==> src/rtl/store_narrow_unit_if.sv <==
// Handshake bundle between the MEM stage, the store narrowing unit and data memory.
// The slave modport is the unit's view; the master modport is the environment's view.
interface store_narrow_unit_if;
  logic        st_valid;
  logic        st_ready;
  logic [31:0] st_addr;
  logic [31:0] st_data;
  logic [1:0]  st_size;
  logic        mem_valid;
  logic        mem_ready;
  logic [31:0] mem_addr;
  logic [31:0] mem_wdata;
  logic [3:0]  mem_be;
  logic        done;
  logic        misalign_err;

  modport slave (
    input  st_valid, st_addr, st_data, st_size, mem_ready,
    output st_ready, mem_valid, mem_addr, mem_wdata, mem_be, done, misalign_err
  );

  modport master (
    output st_valid, st_addr, st_data, st_size, mem_ready,
    input  st_ready, mem_valid, mem_addr, mem_wdata, mem_be, done, misalign_err
  );
endinterface

==> src/rtl/store_narrow_unit.sv <==
// Store-side narrowing for the MEM stage: lane-steers SB/SH/SW data with byte enables
// and writes it to memory in one or two word beats.
module store_narrow_unit #(
  parameter bit ALLOW_MISALIGNED = 1'b1,
  parameter bit BIG_ENDIAN       = 1'b0
) (
  input  logic                 clk,
  input  logic                 reset,
  store_narrow_unit_if.slave   bus,
  output logic [1:0]           state_dbg
);

  // Handshakes: a transfer happens on a rising edge where valid && ready are both 1.
  // st_* is accepted only in IDLE; mem_* outputs are held stable while mem_ready is low.

  typedef enum logic [1:0] {
    IDLE  = 2'd0,
    BEAT1 = 2'd1,
    BEAT2 = 2'd2
  } state_t;

  state_t state_q, state_d;

  logic [31:0] addr_q, wdata_q;
  logic [3:0]  be_q;
  logic [31:0] addr2_q, wdata2_q;
  logic [3:0]  be2_q;
  logic        need2_q;
  logic        done_q, err_q;

  logic [7:0]  mask_n;
  logic [31:0] data_n;
  logic [7:0]  mask8;
  logic [63:0] data64;
  logic        need2, req_err;
  logic [31:0] beat1_addr;
  logic [3:0]  be1_c, be2_c;
  logic [31:0] w1_c, w2_c;

  logic load1, adv, done_d, err_d;

  function automatic logic [3:0] rev_be(input logic [3:0] b);
    return {b[0], b[1], b[2], b[3]};
  endfunction

  function automatic logic [31:0] rev_w(input logic [31:0] w);
    return {w[7:0], w[15:8], w[23:16], w[31:24]};
  endfunction

  // Request decode: narrow, then shift both mask and data by the byte offset into a
  // 64-bit window whose upper half is the second word.
  always_comb begin
    mask_n = 8'h00;
    data_n = 32'd0;
    case (bus.st_size)
      2'b00: begin mask_n = 8'h01; data_n = {24'd0, bus.st_data[7:0]};  end
      2'b01: begin mask_n = 8'h03; data_n = {16'd0, bus.st_data[15:0]}; end
      2'b10: begin mask_n = 8'h0F; data_n = bus.st_data;                end
      default: begin mask_n = 8'h00; data_n = 32'd0;                    end
    endcase
  end

  assign mask8      = mask_n << bus.st_addr[1:0];
  assign data64     = {32'd0, data_n} << {bus.st_addr[1:0], 3'b000};
  assign need2      = |mask8[7:4];
  assign req_err    = (bus.st_size == 2'b11) || (!ALLOW_MISALIGNED && need2);
  assign beat1_addr = {bus.st_addr[31:2], 2'b00};

  assign be1_c = BIG_ENDIAN ? rev_be(mask8[3:0])    : mask8[3:0];
  assign be2_c = BIG_ENDIAN ? rev_be(mask8[7:4])    : mask8[7:4];
  assign w1_c  = BIG_ENDIAN ? rev_w(data64[31:0])   : data64[31:0];
  assign w2_c  = BIG_ENDIAN ? rev_w(data64[63:32])  : data64[63:32];

  always_comb begin
    state_d = state_q;
    load1   = 1'b0;
    adv     = 1'b0;
    done_d  = 1'b0;
    err_d   = 1'b0;
    case (state_q)
      IDLE: begin
        if (bus.st_valid) begin
          if (req_err) begin
            err_d = 1'b1;
          end else begin
            load1   = 1'b1;
            state_d = BEAT1;
          end
        end
      end
      BEAT1: begin
        if (bus.mem_ready) begin
          if (need2_q) begin
            adv     = 1'b1;
            state_d = BEAT2;
          end else begin
            done_d  = 1'b1;
            state_d = IDLE;
          end
        end
      end
      BEAT2: begin
        if (bus.mem_ready) begin
          done_d  = 1'b1;
          state_d = IDLE;
        end
      end
      default: state_d = IDLE;
    endcase
  end

  always_ff @(posedge clk or posedge reset) begin
    if (reset) begin
      state_q  <= IDLE;
      addr_q   <= 32'd0;
      wdata_q  <= 32'd0;
      be_q     <= 4'd0;
      addr2_q  <= 32'd0;
      wdata2_q <= 32'd0;
      be2_q    <= 4'd0;
      need2_q  <= 1'b0;
      done_q   <= 1'b0;
      err_q    <= 1'b0;
    end else begin
      state_q <= state_d;
      done_q  <= done_d;
      err_q   <= err_d;
      if (load1) begin
        addr_q   <= beat1_addr;
        wdata_q  <= w1_c;
        be_q     <= be1_c;
        addr2_q  <= beat1_addr + 32'd4;
        wdata2_q <= w2_c;
        be2_q    <= be2_c;
        need2_q  <= need2;
      end else if (adv) begin
        addr_q   <= addr2_q;
        wdata_q  <= wdata2_q;
        be_q     <= be2_q;
      end else if (done_d) begin
        // Park the bus at zero once the store has completed.
        addr_q   <= 32'd0;
        wdata_q  <= 32'd0;
        be_q     <= 4'd0;
      end
    end
  end

  assign bus.st_ready     = (state_q == IDLE);
  assign bus.mem_valid    = (state_q != IDLE);
  assign bus.mem_addr     = addr_q;
  assign bus.mem_wdata    = wdata_q;
  assign bus.mem_be       = be_q;
  assign bus.done         = done_q;
  assign bus.misalign_err = err_q;
  assign state_dbg        = state_q;

endmodule

==> src/flat_wrapper.sv <==
// flat-port wrapper written by rule: the top's interface ports become plain ports
module store_narrow_unit_flat 
#(
  parameter bit ALLOW_MISALIGNED = 1'b1,
  parameter bit BIG_ENDIAN       = 1'b0
)
  (clk, reset, state_dbg, bus_st_valid, bus_st_addr, bus_st_data, bus_st_size, bus_mem_ready, bus_st_ready, bus_mem_valid, bus_mem_addr, bus_mem_wdata, bus_mem_be, bus_done, bus_misalign_err);
  store_narrow_unit_if bus_i ();
  input  logic clk;
  input  logic reset;
  output logic [1:0] state_dbg;
  input wire logic [$bits(bus_i.st_valid)-1:0] bus_st_valid;
  input wire logic [$bits(bus_i.st_addr)-1:0] bus_st_addr;
  input wire logic [$bits(bus_i.st_data)-1:0] bus_st_data;
  input wire logic [$bits(bus_i.st_size)-1:0] bus_st_size;
  input wire logic [$bits(bus_i.mem_ready)-1:0] bus_mem_ready;
  output wire logic [$bits(bus_i.st_ready)-1:0] bus_st_ready;
  output wire logic [$bits(bus_i.mem_valid)-1:0] bus_mem_valid;
  output wire logic [$bits(bus_i.mem_addr)-1:0] bus_mem_addr;
  output wire logic [$bits(bus_i.mem_wdata)-1:0] bus_mem_wdata;
  output wire logic [$bits(bus_i.mem_be)-1:0] bus_mem_be;
  output wire logic [$bits(bus_i.done)-1:0] bus_done;
  output wire logic [$bits(bus_i.misalign_err)-1:0] bus_misalign_err;
  assign bus_i.st_valid = bus_st_valid;
  assign bus_i.st_addr = bus_st_addr;
  assign bus_i.st_data = bus_st_data;
  assign bus_i.st_size = bus_st_size;
  assign bus_i.mem_ready = bus_mem_ready;
  assign bus_st_ready = bus_i.st_ready;
  assign bus_mem_valid = bus_i.mem_valid;
  assign bus_mem_addr = bus_i.mem_addr;
  assign bus_mem_wdata = bus_i.mem_wdata;
  assign bus_mem_be = bus_i.mem_be;
  assign bus_done = bus_i.done;
  assign bus_misalign_err = bus_i.misalign_err;
  store_narrow_unit #(.ALLOW_MISALIGNED(ALLOW_MISALIGNED), .BIG_ENDIAN(BIG_ENDIAN)) u_core (.clk(clk), .reset(reset), .bus(bus_i), .state_dbg(state_dbg));
endmodule
==> config.mk <==
export PLATFORM = sky130hd
export DESIGN_NAME = store_narrow_unit_flat
export DESIGN_NICKNAME = d
export VERILOG_FILES = /design/src/rtl/store_narrow_unit_if.sv /design/src/rtl/store_narrow_unit.sv /design/src/flat_wrapper.sv
export SDC_FILE = /design/constraint.sdc
export NUM_CORES = 1
export LEC_CHECK = 0
export CORE_MARGIN = 10
export CORE_UTILIZATION = 46
export DETAILED_ROUTE_END_ITERATION = 8
export GPL_ROUTABILITY_DRIVEN = 0
export PLACE_DENSITY = 0.8
export SETUP_SLACK_MARGIN = 0.2
export SLEW_MARGIN = 20
export SYNTH_ARGS = -nofsm -noshare
export SYNTH_HDL_FRONTEND = slang
export SYNTH_SLANG_ARGS = --single-unit
==> constraint.sdc <==
create_clock -name clk -period 4.8 [get_ports clk]
set_input_delay 1.44 -clock clk [delete_from_list [all_inputs] [get_ports clk]]
set_output_delay 1.44 -clock clk [all_outputs]
set_load 0.01 [all_outputs]
== Yosys cells after proc, flatten, opt, wreduce, memory -nomap -nowiden ==
Cells that the tools add are included.

* Memories kept: 0
* Output and inout port bits: 74
* Latch bits: 0
* Bits in writable memories: 0
* Bits in registers: 141
* Bits of input ports: 70
* Memory bits (read-only): 0
* Logic and storage cells: 57

* Bitwise gates (word level): 0
* Shift-type cells: 2
* Add/sub/neg operators: 1
* Reduce and logical (&&, ||, !) cells: 6
* Equal/unequal tests: 9
* $mul: 0
* Order comparisons: 0
* Mux-type cells: 29
* Div/mod/pow operators: 0

{| class="wikitable"
|+ Operator list
! operator !! count
|-
| 32-bit 2-to-1 mux || 5
|-
| 32-bit one-hot mux with 3 select lines || 1
|-
| 32-bit by 5-bit << shifter with 64-bit output || 1
|-
| 32-bit by 3-bit adder with 32-bit output, second input constant || 1
|-
| 1-bit 2-to-1 mux || 12
|-
| 4-bit 2-to-1 mux || 3
|-
| 4-bit one-hot mux with 3 select lines || 1
|-
| 2-bit 2-to-1 mux || 5
|-
| 2-bit inequality test, second input constant || 4
|-
| 4-bit by 2-bit << shifter with 8-bit output || 1
|-
| 2-bit == test, second input constant || 3
|-
| 2-bit one-hot mux with 3 select lines || 1
|-
| 2-bit by 1-bit == test with 1-bit output, second input constant || 2
|-
| 2-bit zero test || 2
|-
| 4-bit AND reduction || 1
|-
| 4-bit OR reduction || 1
|-
| 3-bit nonzero test || 1
|-
| 1-bit one-hot mux with 2 select lines || 1
|-
| 2-bit nonzero test || 1
|}

== Depth between registers and ports, before layout ==
* Word-level depth: 6
* Depth in mapped cells: 9
* Gate-level depth less buffers: 7

== Least setup slack after synthesis ==
Ideal clock, no wire load.

* Kind: input-to-reg
* From: input bus_st_size[0]
* To: register u_core.wdata2_q[2]
* Buffers on the path: 2
* Library setup time: 0.126 ns
* Data required time: 4.674 ns
* Stages: 9
* Arrival: 3.058 ns
* Slack: 1.616 ns
* Cells stage by stage: inv_1 > ha_1 > or2_2 > clkbuf_1 > and3b_1 > clkbuf_1 > a22o_1 > a221oi_1 > nor2_1

* Word-level cells in the longest chain between the ends: 4
* Elaborated cells between the ends (all ways): 9
* Classes of those cells: eq/ne (3); shift (1); mux (4); reduce/logical (1)

{| class="wikitable"
|+ Ends and longest elaborated chain
! what !! RTL line !! source
|-
| start, declared || flat_wrapper.sv:15 || <nowiki>input wire logic [$bits(bus_i.st_size)-1:0] bus_st_size;</nowiki>
|-
| parallel branches: the longest is 4 deep, another holds 32-bit by 5-bit << shifter with 64-bit output || n/a ||
|-
| end signal, assigned || store_narrow_unit.sv:133 || <nowiki>wdata2_q <= w2_c;</nowiki>
|-
| end, declared || store_narrow_unit.sv:26 || <nowiki>logic [31:0] addr2_q, wdata2_q;</nowiki>
|}

Parallel ways; which one is timed is not known.
A chain may end at the register's enable or synchronous reset.

== Worst setup path after layout ==
* From: input bus_st_size[0]
* To: register u_core.wdata_q[5] (netlist: u_core.bus.mem_wdata[5])

* Word-level cells in the longest chain between the ends: 5
* Elaborated cells between the ends (all ways): 11
* Classes of those cells: eq/ne (3); shift (1); mux (5); reduce/logical (2)

{| class="wikitable"
|+ Ends and longest elaborated chain
! what !! RTL line !! source
|-
| parallel branches: the longest is 5 deep, another holds 32-bit by 5-bit << shifter with 64-bit output || n/a ||
|-
| end signal, assigned || store_narrow_unit.sv:130 || <nowiki>wdata_q <= w1_c;</nowiki>
|-
| end signal, assigned || store_narrow_unit.sv:138 || <nowiki>wdata_q <= wdata2_q;</nowiki>
|-
| end, declared || store_narrow_unit.sv:24 || <nowiki>logic [31:0] addr_q, wdata_q;</nowiki>
|}

Parallel ways; which one is timed is not known.

==> qor.csv <==
metric,value,unit
post-synth top area share,0.502,
routed length per placed instance,19.3,um
final WL,19200,um
CTS max path bufs,2,
LEAKAGE,3.67,nW
CTS hold repair buffers,0,
final net count,886,
pwr/cell area,592,mW/mm^2
final max-slew violation count,0,
Clock Latency Late Sink,0.42,ns
final clock skew,0.00521,ns
DRC Markers,0,
post-synthesis cell type count,50,
drt pass-1 iters,5,
share of layout cells above drive strength 1,0.0685,
clk sinks,128,
Least-Margin Pin Slew,1.08,ns
status,finished clean,
VDD IR max,334,uV
critical path class,input port to flip-flop,
CP Max Fanout,12,
FP Rows,42,
Post-CTS Resized,0,
I/O pins,144,
Synth Instances,684,
"Cell Area, Synth",0.00638,mm^2
postcts setup bufs,0,
vias,5795,
Ys Warns,0,
CP endpoint kind,flip-flop,
largest net degree at the start of global routing,129,
Port Buffers,141,
most frequent cell after synthesis,dfrtp_1,
Clock Tree Root,clkbuf_16,
crit path DAT,4.10,ns
core area,0.0134,mm^2
Syn Area/Cell,9.32,um^2
Post-DRT Antenna Nets,0,
first-pass GRT wire length,30100,um
vias per inst,5.84,
die height,138,um
antenna cells,0,
H-tree levels,4,
Synth area leaders,"dfrtp_1 (50%), nand2_1 (6.8%), a221oi_1 (5.5%), nor2_1 (5.3%), o21ai_0 (3.7%)",
Hold Slack,0.468,ns
Peak Freq,267,MHz
Startpoint Class,input port,
Final setup violation count,0,
Post-synth EDFFs,0,
Setup TNS Final,0,ns
die area,0.0190,mm^2
number of global-route vias before repair,5806,
worst hold path class,flip-flop to flip-flop,
grt total ovfl,0,
Final period util,0.779,
First DRT Iteration DRCs,671,
CTS Buf Count,17,
Relative slew margins,0.277,
initial antenna violation count,0,
sequential fraction of the synthesis area,0.502,
Finished Cell Area,0.00850,mm^2
P&R area growth vs syn,33.3,%
Die Wd,138,um
RSZ-0062 raised after global routing,false,
synthesis-stage register bit count,128,
"Clk pin slew, worst setup/hold paths",0.05,ns
Starting Density,0.476,
"Primary FF master, synth",dfrtp_1,
area post-placement,0.00791,mm^2
Worst EP required,5.16,ns
# Max-Cap Violations,0,
Final HPWL DP,13500,um
minimum clock period,3.74,ns
Overall Global Routing Usage,0.204,
post-synthesis async set-or-reset flop share,1.00,
synth cell count leaders,"dfrtp_1 (128), nand2_1 (116), nor2_1 (90)",
Synth area leader,dfrtp_1,
Final Hold Viols,0,
CTS tree,yes,
==> layout by cell type, fill, tap and decap left out, drive strengths merged, types with 3 or more instances in the layout <==
master	n
a21o	3
a21oi	21
a221oi	40
a222oi	9
a22o	12
a22oi	8
a2bb2oi	5
a31oi	4
a32oi	8
and2	3
and3	5
buf	9
clkbuf	26
clkdlybuf4s50	141
clkinv	3
dfrtp	128
ha	11
inv	21
mux2	8
nand2	116
nand3	10
nand4	8
nor2	91
nor3	7
nor4	5
o211ai	3
o21a	4
o21ai	50
o22ai	9
xnor2	16
xor2	12
==> final timing paths <==
| check | depth (start not counted) | endpoint | slack [ns] | from |
|---|---|---|---|---|
| max | 8 | u_core.bus.mem_wdata[5] | 1.06 | bus_st_size[0] |
| min in group asynchronous | 3 | u_core.addr2_q[26] | 1.49 | reset |
| min reg2reg | 2 | u_core.bus.mem_wdata[12] | 0.47 | u_core.bus.mem_wdata[12] |
| max in group asynchronous | 3 | u_core.bus.mem_wdata[19] | 2.69 | reset |
| min | 2 | u_core.bus.mem_wdata[12] | 0.47 | u_core.bus.mem_wdata[12] |
| max reg2reg | 7 | u_core.bus.mem_wdata[5] | 2.05 | u_core.state_dbg[0] |
==> area by class of cell <==
| cell class | count | area (um^2) |
|---|---|---|
| fill | 1083 | 4900 |
| sequential | 128 | 3200 |
| multi-input combinational | 486 | 2910 |
| timing repair buffer | 150 | 1490 |
| clock buffer | 26 | 519 |
| tap | 176 | 220 |
| inverter | 22 | 86.3 |
| clock inverter | 5 | 75.1 |
==> per-stage QoR <==
step,worst slack (ns),cells,utilization,total power [mW]
after detailed placement,0.706,962,0.590,3.77
after global routing,0.894,993,0.635,5.36
after floorplan,1.62,685,-,2.79
after global placement,0.872,962,0.590,3.68
after CTS,1.15,993,0.635,5.08
final,1.06,993,0.635,5.04
==> power breakdown <==
part,switching (mW),total [mW],internal (mW)
clock network,0.453,1.29,0.841
registers,0.273,1.81,1.54
logic,1.01,1.93,0.922
total,1.74,5.04,3.30
==> state kept, by name, indices dropped and copies added, names as in the netlist <==
signal and cells:
u_core.wdata2_q 24, u_core.be2_q 3, u_core.bus.mem_wdata 32, u_core.bus.mem_be 4, u_core.bus.done 1, u_core.bus.misalign_err 1
u_core.bus.mem_addr 30, u_core.need2_q 1, u_core.addr2_q 30, u_core.state_dbg 2
==> kinds of logic (layout without fill, tap and decap cells) <==
family | after synthesis | in the layout | synth area share
AND/OR/NAND/NOR | 257 | 257 | 0.179
AO/OA/AOI/OAI | 178 | 178 | 0.196
flip-flops | 128 | 128 | 0.502
buffers and inverters | 71 | 203 | 0.0445
XOR/XNOR | 28 | 28 | 0.0385
adder cells (fa/ha/maj) | 11 | 11 | 0.0216
multiplexers | 10 | 10 | 0.0173
other | 1 | 2 | 0.000588
==> critical path, cell delays in order <==
cell,delay (ns)
clkdlybuf4s50_1,0.47
inv_1,0.14
ha_1,0.40
or2_2,0.29
nor2_2,0.13
nor3_1,0.84
a222oi_1,0.28
inv_1,0.10
==> per-layer routing <==
layer	up-vias	share of wire	global-route usage
li1	2678	-	-
met1	2778	0.40	0.250
met4	0	0.021	0.0840
met5	-	0	0
met2	305	0.48	0.321
met3	34	0.10	0.0685
(Power assumes the default switching activity.)
